==> src/rtl/n_bit_counter.sv <==
// n_bit_counter: free-running binary up-counter with asynchronous active-low clear.
// Serves as the gate-window and oscillator-edge counter in the ring-oscillator
// measurement path; several instances may share one clear line while running
// from unrelated clocks.
module n_bit_counter #(
    parameter int unsigned WIDTH = 16
) (
    input  logic             clk,
    input  logic             rst_n,
    output logic [WIDTH-1:0] count
);

    // Reject widths outside the supported 1..32 range at elaboration time.
    if (WIDTH < 1 || WIDTH > 32) begin : g_bad_width
        $error("n_bit_counter: WIDTH must be in 1..32");
    end

    logic [WIDTH-1:0] count_q;

    // Count register: cleared immediately by rst_n low, otherwise +1 per rising
    // edge. The add is exactly WIDTH bits, so the carry-out drops and the value wraps.
    always_ff @(posedge clk or negedge rst_n) begin
        if (!rst_n) begin
            count_q <= '0;
        end else begin
            count_q <= count_q + WIDTH'(1);
        end
    end

    assign count = count_q;

endmodule

==> config.mk <==
export PLATFORM = sky130hd
export DESIGN_NAME = n_bit_counter
export DESIGN_NICKNAME = d
export VERILOG_FILES = /design/src/rtl/n_bit_counter.sv
export SDC_FILE = /design/constraint.sdc
export NUM_CORES = 1
export LEC_CHECK = 0
export BUFFER_PORTS_ARGS = -buffer_cell sky130_fd_sc_hd__buf_2
export CORE_ASPECT_RATIO = 1.75
export CORE_UTILIZATION = 30
export DETAILED_ROUTE_END_ITERATION = 6
export HOLD_SLACK_MARGIN = 0.05
export PLACE_DENSITY = 0.6
export SYNTH_ARGS = -nofsm -noshare
export SYNTH_HDL_FRONTEND = slang
export SYNTH_SLANG_ARGS = --single-unit
==> constraint.sdc <==
create_clock -name clk -period 3 [get_ports clk]
set_clock_uncertainty 0.1 [all_clocks]
set_input_delay 0.3 -clock clk [delete_from_list [all_inputs] [get_ports clk]]
set_output_delay 0.3 -clock clk [all_outputs]
set_load 0.01 [all_outputs]
==> results of run 1 <==
[worst max path at each step]
stage,startpoint,end,cells past startpoint
after floorplan,count[2]$_DFF_PN0_,count[13]$_DFF_PN0_,3
after global placement,count[2]$_DFF_PN0_,count[15]$_DFF_PN0_,3
after detailed placement,count[2]$_DFF_PN0_,count[15]$_DFF_PN0_,3
after CTS,count[2]$_DFF_PN0_,count[15]$_DFF_PN0_,3
after global routing,count[2]$_DFF_PN0_,count[13]$_DFF_PN0_,3
final,count[2]$_DFF_PN0_,count[15]$_DFF_PN0_,3
[what timing repair did]
action                     CTS  global route
hold endpoints to repair    16             0
setup buffers                0             0
gates resized for setup      0             0
hold buffers                 1             0
setup endpoints to repair    0             0
[power by group through the flow]
stage	clock [mW]	sequential (mW)	combinational [mW]
2_1_floorplan	0	0.220	0.000000117
3_3_place_gp	0	0.220	0.00478
3_5_place_dp	0	0.220	0.00494
4_1_cts	0.152	0.216	0.00591
5_1_grt	0.161	0.216	0.00655
6_report	0.146	0.215	0.00535
[layer usage]
metal  track usage, %  vias to the layer above
met5                0                        -
met2             17.7                       10
li1                 -                      238
met3             2.02                        4
met4             12.9                        0
met1             12.8                      235
[cell type report]
cell class | count | area, µm² | area share, %
inverter | 3 | 11.3 | 1.30
timing repair buffer | 18 | 95.1 | 11.0
tap | 24 | 30.0 | 3.48
clock buffer | 4 | 36.3 | 4.20
multi-input combinational | 38 | 290 | 33.6
sequential | 16 | 400 | 46.4
[stage by stage]
stage / instance area, µm² / total power [mW] / instances / setup slack (ps) / hold WS, ps
floorplan: 702 / 0.220 / 57 / 1660 / -95.6
global placement: 817 / 0.225 / 98 / 1560 / 129
detailed placement: 817 / 0.225 / 98 / 1580 / 135
CTS: 863 / 0.373 / 103 / 1540 / 340
global route: 863 / 0.383 / 103 / 1410 / 364
finish: 863 / 0.367 / 103 / 1570 / 328
[cells in the mapped netlist]
master	count	area share, %
xor2_1	10	12
nor2_1	3	1.6
dfrtp_1	16	57
nor3_1	4	2.9
nand3_1	5	3.6
nor4_2	4	7.1
nand2_1	4	2.1
inv_1	3	1.6
xnor2_1	4	5.0
nand4_1	2	1.8
nand4_4	1	3.0
ha_1	1	1.8
[layout by cell type (no fill, tap or decap)]
master,n
nor4_2,4
nand2_1,4
nand4_4,1
buf_2,17
clkbuf_8,1
nand3_1,5
clkbuf_4,3
nor2_1,3
nand4_1,2
xor2_1,10
dfrtp_1,16
dlygate4sd3_1,1
nor3_1,4
xnor2_1,4
inv_1,3
ha_1,1
[cells by family after synthesis]
family | synth area share (%)
xor+xnor | 17.5
fa+ha+maj | 1.78
buf+inv | 1.60
flops | 57.0
simple gates | 22.1
==> impl_metrics.json, run 1 <==
{
  "end_kind": "flip-flop",
  "clkSinkCount": 16,
  "utilization_pct": 40.2,
  "drt-initial-drc-count": 3,
  "ys_warn_count": 0,
  "clock_path_buffers": 2,
  "drv_cap": 0,
  "setup_violations": 0,
  "startpoint_type": "flip-flop",
  "die_width_um": 38.6,
  "worst_slew_pin_slew_ps": 349,
  "drv_slew": 0,
  "hold_viol": 0,
  "cts.clk_slew.worst_paths_ps": 100,
  "routed_wl_um": 1230,
  "grt_usage_pct": 12.0,
  "via_count": 487,
  "cp_cell_sequence": "nand3_1 > nor4_2 > xor2_1",
  "min_path_type": "in2async",
  "rr_worst_depth": 3,
  "power_frac_clock_pct": 39.9,
  "avgRoutedWirePerCell_um": 11.9,
  "cts_tree": "yes",
  "grt_max_degree": 17,
  "fillCellCount": 227,
  "gp_congestion": 0.770,
  "cts_root_buffer": "clkbuf_4",
  "ir_drop_v": 0.000224,
  "cpPeakStageDelay_ps": 430,
  "fin_tns_setup_ps": 0,
  "overflow": 0,
  "period_share_pct": 47.8,
  "cp.required_ps": 3120,
  "dr.pass1.iters": 2,
  "cp.arrival_ps": 1550,
  "period_minus_slack_ps": 1430,
  "ant_nets": 0,
  "nets": 83,
  "p_sw_share_pct": 20.8,
  "dieHeight_um": 66.0,
  "r2r_start": "count[2]$_DFF_PN0_",
  "drive_above_1_share_pct": 32.9,
  "fmaxAchievable_mhz": 698,
  "seq_area_frac_synth_pct": 57.0,
  "numCtsBuffers": 3,
  "worst_path_max_delay_cell": "dfrtp_1",
  "intPower_mw": 0.291,
  "grt_pass1_vias": 481,
  "wl_met1_um": 502,
  "critical_path.top_delay_family": "simple AND/OR/NAND/NOR gates",
  "syn_to_final_growth_pct": 23.0,
  "viasPerCell": 4.73,
  "antenna_cells": 0,
  "p_per_area_mw_per_mm2": 425,
  "p_leak_nw": 0.435,
  "met2_length_um": 628,
  "critical_path_class": "reg2reg",
  "pwr-share-seq_pct": 58.7,
  "status": "finished, final reports clean",
  "io_buffers": 17,
  "start_util_pct": 32.7,
  "largest_reg_flops": 16,
  "clk_latency_ps": 300,
  "r2r_slack_ps": 1570,
  "htree_num_levels": 1,
  "rsz0062_at_grt": "false",
  "syn_area_um2": 702,
  "drc": 0,
  "critPathMaxFanout": 7,
  "core_mm2": 0.00215,
  "p_sw_mw": 0.0765,
  "cp.buffers_inverters": 0,
  "syn_inst": 57,
  "core.rowCount": 22,
  "wl_met3_um": 51,
  "synth_cell_types": 12,
  "die-area_mm2": 0.00254,
  "grt_pass1_wl_um": 2040,
  "top_layer_used": "met4",
  "pin_count": 18,
  "syn_nets": 60,
  "hpwl_um": 901,
  "combinationalPowerShare_pct": 1.5,
  "antenna_found_initial": 0,
  "reg2reg_to": "count[15]$_DFF_PN0_",
  "max_slew_margin_pct": 76.8,
  "avgSynthCellArea_um2": 12.3,
  "ys_seq_elements": 16
}
Power figures use the tool's default switching activity.
==> run 2, diff against run 1 <==
--- a/config.mk
+++ b/config.mk
@@ -5,6 +5,7 @@
 export SDC_FILE = /design/constraint.sdc
 export NUM_CORES = 1
 export LEC_CHECK = 0
+export ABC_AREA = 1
 export BUFFER_PORTS_ARGS = -buffer_cell sky130_fd_sc_hd__buf_2
 export CORE_ASPECT_RATIO = 1.75
 export CORE_UTILIZATION = 30
==> constraint.sdc (replaced) <==
create_clock -name clk -period 1.4 [get_ports clk]
set_clock_uncertainty 0.1 [all_clocks]
set_input_delay 0.14 -clock clk [delete_from_list [all_inputs] [get_ports clk]]
set_output_delay 0.14 -clock clk [all_outputs]
set_load 0.01 [all_outputs]
==> run 2 against run 1 <==
Against the previous run:
- setup slack worse by 1500 ps
- register-to-register slack worse by 1500 ps
- routed wire length grew 25%
- sequential share of layout area down 4.6 points
- sequential cell count stayed put
- total power is 140% higher
- global-route usage hardly changed
- via count is 27% higher
- synthesized area rose by 10%
- synthesized cell count increased by 54%
- clock power grew to 2.7 times the previous value
==> impl_metrics.json, run 2 <==
{
  "syn_nets": 91,
  "critPathMaxFanout": 4,
  "htree_num_levels": 1,
  "power_frac_clock_pct": 45.7,
  "seq_area_frac_synth_pct": 51.8,
  "die_width_um": 40.4,
  "period_minus_slack_ps": 1360,
  "rsz0062_at_grt": "true",
  "critical_path_class": "reg2reg",
  "p_per_area_mw_per_mm2": 912,
  "finish.instance_area_um2": 958,
  "final_cell_mix": "nand2_1, buf_2, dfrtp_1, inv_1, nor2_1",
  "grt_pass1_wl_um": 2340,
  "synth_top_area_share_pct": 51.8,
  "core_mm2": 0.00246,
  "io_buffers": 17,
  "end_kind": "flip-flop",
  "postPlaceCellArea_um2": 891,
  "p_sw_mw": 0.160,
  "utilization_pct": 38.9,
  "overflow": 0,
  "cts.clk_slew.worst_paths_ps": 70,
  "synth_common_cells": "nand2_1, dfrtp_1, inv_1, nor2_1, nand2_2",
  "clkSinkCount": 16,
  "fmaxAchievable_mhz": 733,
  "combinationalPowerShare_pct": 1.3,
  "r2r_start": "count[0]$_DFF_PN0_",
  "antenna_found_initial": 0,
  "synth_edf_count": 0,
  "clock_path_buffers": 2,
  "pwr-share-seq_pct": 52.9,
  "intPower_mw": 0.714,
  "gp_congestion": 0.757,
  "pin_count": 18,
  "die-area_mm2": 0.00279,
  "core.rowCount": 24,
  "dr.pass1.iters": 2,
  "worst_slew_pin_slew_ps": 359,
  "drv_cap": 0,
  "endpoint": "count[14]$_DFF_PN0_",
  "p_sw_share_pct": 18.3,
  "syn_to_final_growth_pct": 23.9,
  "syn_inst": 88,
  "cts_root_buffer": "clkbuf_8",
  "cp.required_ps": 1440,
  "fin_tns_setup_ps": 0,
  "dieHeight_um": 69.2,
  "ys_seq_elements": 16,
  "ir_drop_v": 0.000635,
  "reg2reg_to": "count[14]$_DFF_PN0_",
  "startpoint": "count[0]$_DFF_PN0_",
  "viasPerCell": 4.55,
  "avgSynthCellArea_um2": 8.79,
  "antenna_cells": 0,
  "rr_worst_depth": 6,
  "grt_usage_pct": 11.9,
  "p_leak_nw": 0.481,
  "ys.flop_type": "dfrtp_1",
  "min_path_type": "in2async",
  "startpoint_type": "flip-flop",
  "ys_async_sr_fraction_pct": 100,
  "cp.arrival_ps": 1400,
  "fillCellCount": 258,
  "setup_violations": 0,
  "drc": 0,
  "hpwl_um": 1170,
  "grt_pass1_vias": 574,
  "ant_nets": 0,
  "numCtsBuffers": 3,
  "yosysTopAreaCell": "dfrtp_1",
  "grt_max_degree": 17,
  "largest_reg_flops": 16,
  "max_slew_margin_pct": 76.1,
  "synth_cell_types": 16,
  "synth_area_leaders": "dfrtp_1, nand2_1, xnor2_1",
  "hold_viol": 0,
  "drive_above_1_share_pct": 29.1,
  "clk_latency_ps": 240,
  "r2r_slack_ps": 40,
  "syn_area_um2": 773,
  "status": "finished, final reports clean",
  "avgRoutedWirePerCell_um": 11.3,
  "start_util_pct": 31.4,
  "routed_wl_um": 1530,
  "total_power_mw": 0.874,
  "period_share_pct": 97.4,
  "via_count": 619,
  "yosysMostFrequentCell": "nand2_1",
  "ys_warn_count": 0,
  "drv_slew": 0,
  "nets": 114,
  "cts_tree": "yes",
  "final_common_cell": "nand2_1",
  "hold_ws_ps": 236,
  "drt-initial-drc-count": 9
}
-- run 2: cell type report --
type | count | area [µm²] | area share, %
Clock buffer | 4 | 55.1 | 5.74
Tap cell | 26 | 32.5 | 3.39
Sequential cell | 16 | 400 | 41.8
Timing Repair Buffer | 18 | 95.1 | 9.92
Multi-Input combinational cell | 63 | 342 | 35.6
Inverter | 9 | 33.8 | 3.52
-- run 2: layer usage --
layer  track usage (%)  vias to the layer above  wire length, µm
met4              5.93                        0               18
met5                 0                        -                0
met2              18.9                       15              781
li1                  -                      318                -
met3              3.22                        2               52
met1              13.8                      284              678
-- run 2: cells by family after synthesis --
group	share of synthesized area (%)
AOI/OAI and AO/OA	1.94
xor gates and xnor gates	7.93
adders and majority gates	1.62
buffers and inverters	4.37
DFF	51.8
and+or+nand+nor	32.4
-- run 2: power by group through the flow --
stage / registers [mW] / clock network, mW / logic (mW)
after global routing: 0.462 / 0.438 / 0.0143
final: 0.462 / 0.400 / 0.0117
after detailed placement: 0.471 / 0 / 0.0106
after CTS: 0.462 / 0.416 / 0.0126
after floorplan: 0.471 / 0 / 0.000000157
after global placement: 0.471 / 0 / 0.0103
-- run 2: worst min-delay path by stage --
stage                from                   to  cells past startpoint  slack [ps]
global placement    rst_n   count[8]$_DFF_PN0_                      1         -30
finish              rst_n   count[8]$_DFF_PN0_                      2         240
CTS                 rst_n  count[15]$_DFF_PN0_                      2         240
global route        rst_n  count[15]$_DFF_PN0_                      2         280
floorplan           rst_n   count[0]$_DFF_PN0_                      0        -260
detailed placement  rst_n   count[8]$_DFF_PN0_                      1         -30
-- run 2: critical path, cell delays in order (launching register included) --
cell	delay, ps
dfrtp_1	390
ha_2	210
nand3_2	110
nor2_1	230
nand3_1	110
nand2_1	70
nand2_1	50
-- run 2: what timing repair did --
| item | 4_1_cts | 5_1_grt |
|---|---|---|
| resized for setup | 0 | 1 |
| hold endpoints to repair | 16 | 0 |
| hold buffers | 1 | 0 |
| buffers inserted | 0 | 0 |
| endpoints found under the setup margin | 0 | 2 |
-- run 2: stage by stage --
step | setup WS [ps] | cells
finish | 36.3 | 136
global route | -31.5 | 136
CTS | 24.6 | 136
global placement | 117 | 131
detailed placement | 41.7 | 131
floorplan | 102 | 88
==> run 3, diff against run 2 <==
--- a/config.mk
+++ b/config.mk
@@ -5,7 +5,6 @@
 export SDC_FILE = /design/constraint.sdc
 export NUM_CORES = 1
 export LEC_CHECK = 0
-export ABC_AREA = 1
 export BUFFER_PORTS_ARGS = -buffer_cell sky130_fd_sc_hd__buf_2
 export CORE_ASPECT_RATIO = 1.75
 export CORE_UTILIZATION = 30
==> run 3 against run 2 <==
Against the previous run:
- combinational power hardly changed
- first-iteration DRC count down 89%
- count of clock-buffer cells in the layout stayed put
- setup slack gained 9.6 ps
==> impl_metrics.json, run 3 (synthesized netlist as in run 1, its figures left out) <==
{
  "status": "finished, final reports clean",
  "period_share_pct": 96.7,
  "grt_pass1_vias": 472,
  "period_minus_slack_ps": 1350,
  "dieHeight_um": 66.0,
  "end_kind": "flip-flop",
  "core_mm2": 0.00215,
  "worst_slew_pin_slew_ps": 365,
  "rsz0062_at_grt": "false",
  "numCtsBuffers": 3,
  "startpoint_type": "flip-flop",
  "antenna_found_initial": 0,
  "die_width_um": 38.6,
  "start_util_pct": 32.7,
  "min_path_type": "in2async",
  "die-area_mm2": 0.00254,
  "fin_tns_setup_ps": 0,
  "critical_path_class": "reg2reg",
  "grt_max_degree": 17,
  "drt-initial-drc-count": 1,
  "largest_reg_flops": 16,
  "avgRoutedWirePerCell_um": 12.4,
  "critPathMaxFanout": 5,
  "syn_to_final_growth_pct": 33.5,
  "clkSinkCount": 16,
  "overflow": 0,
  "drc": 0,
  "cts.clk_slew.worst_paths_ps": 90,
  "pin_count": 18,
  "p_leak_nw": 0.480,
  "dr.pass1.iters": 2,
  "cp.arrival_ps": 1470,
  "routed_wl_um": 1390,
  "nets": 92,
  "hpwl_um": 1040,
  "cp.required_ps": 1520,
  "io_buffers": 17,
  "ir_drop_v": 0.000544,
  "grt_usage_pct": 12.7,
  "hold_viol": 0,
  "p_per_area_mw_per_mm2": 836,
  "cts_tree": "yes",
  "final_cell_mix": "buf_2, dfrtp_1, xor2_1, buf_4, nand3_1",
  "setup_violations": 0,
  "core.rowCount": 22,
  "cts_root_buffer": "clkbuf_4",
  "viasPerCell": 4.62,
  "drv_cap": 0,
  "max_slew_margin_pct": 75.6,
  "fin_cells": 112,
  "fmaxAchievable_mhz": 738,
  "drive_above_1_share_pct": 42.0,
  "clk_latency_ps": 290,
  "ant_nets": 0,
  "drv_slew": 0,
  "htree_num_levels": 1,
  "gp_congestion": 0.708,
  "antenna_cells": 0,
  "dp_cells": 106,
  "via_count": 517,
  "final_common_cell": "buf_2",
  "clock_path_buffers": 2,
  "grt_pass1_wl_um": 2140
}
-- run 3: cell types whose count changed in the layout (fill, tap and decap cells not counted), sizes merged --
| cell | before | now |
|---|---|---|
| nand2 | 30 | 4 |
| nor2 | 13 | 3 |
| buf | 17 | 26 |
| xor2 | 3 | 10 |
| inv | 9 | 3 |
| nor3 | 0 | 4 |
| nor4 | 0 | 4 |
| o21ai | 3 | 0 |
| nand3b | 1 | 0 |
-- run 3: through the flow --
stage	setup WS, ps	cell area, µm²	utilization [%]	total power, mW	hold slack (ps)
after floorplan	56.8	702	-	0.471	-256
after global placement	55.9	877	40.9	0.481	-25.7
after detailed placement	61.9	877	40.9	0.482	-24.7
after CTS	32.1	923	43.0	0.791	191
after global routing	2.94	937	43.6	0.810	225
final	45.9	937	43.6	0.783	184
-- run 3: metal layers --
metal | routed length [µm] | global-route usage, %
met1 | 546 | 14.0
met2 | 744 | 19.4
met3 | 42 | 3.03
met4 | 55 | 10.3
met5 | 0 | 0
-- run 3: cell type report --
cell class                 count  area (µm²)
fill                         217        1210
timing repair buffer          27         163
inverter                       3        11.3
clock buffer                   4        36.3
multi-input combinational     38         295
tap                           24        30.0
sequential                    16         402
-- run 3: worst max-delay path, cell delays in order, from the launching register on --
cell and delay (ps):
dfrtp_1 390, ha_1 190, nand2_1 180, nor3_1 250, xor2_1 170
-- run 3: repair_timing --
item | CTS | global route
setup endpoints to repair | 0 | 6
hold buffers | 1 | 0
setup buffers | 0 | 1
hold endpoints to repair | 16 | 0
resized for setup | 0 | 2
-- run 3: report_power, final --
group / internal [mW] / total, mW / switching [mW]
Combinational: 0.00283 / 0.0119 / 0.00907
Sequential: 0.462 / 0.462 / 0
Clock: 0.159 / 0.310 / 0.151
Total: 0.623 / 0.783 / 0.160
-- run 3: path summary, 6_finish.rpt --
kind / from / endpoint / slack (ps) / cells past startpoint
setup reg to reg: count[0]$_DFF_PN0_ / count[8]$_DFF_PN0_ / 50 / 4
hold / removal: rst_n / count[5]$_DFF_PN0_ / 180 / 2
hold reg to reg: count[0]$_DFF_PN0_ / count[0]$_DFF_PN0_ / 370 / 1
setup / recovery: count[0]$_DFF_PN0_ / count[8]$_DFF_PN0_ / 50 / 4
max in group asynchronous: rst_n / count[5]$_DFF_PN0_ / 730 / 2
min in group clk: count[0]$_DFF_PN0_ / count[0]$_DFF_PN0_ / 370 / 1
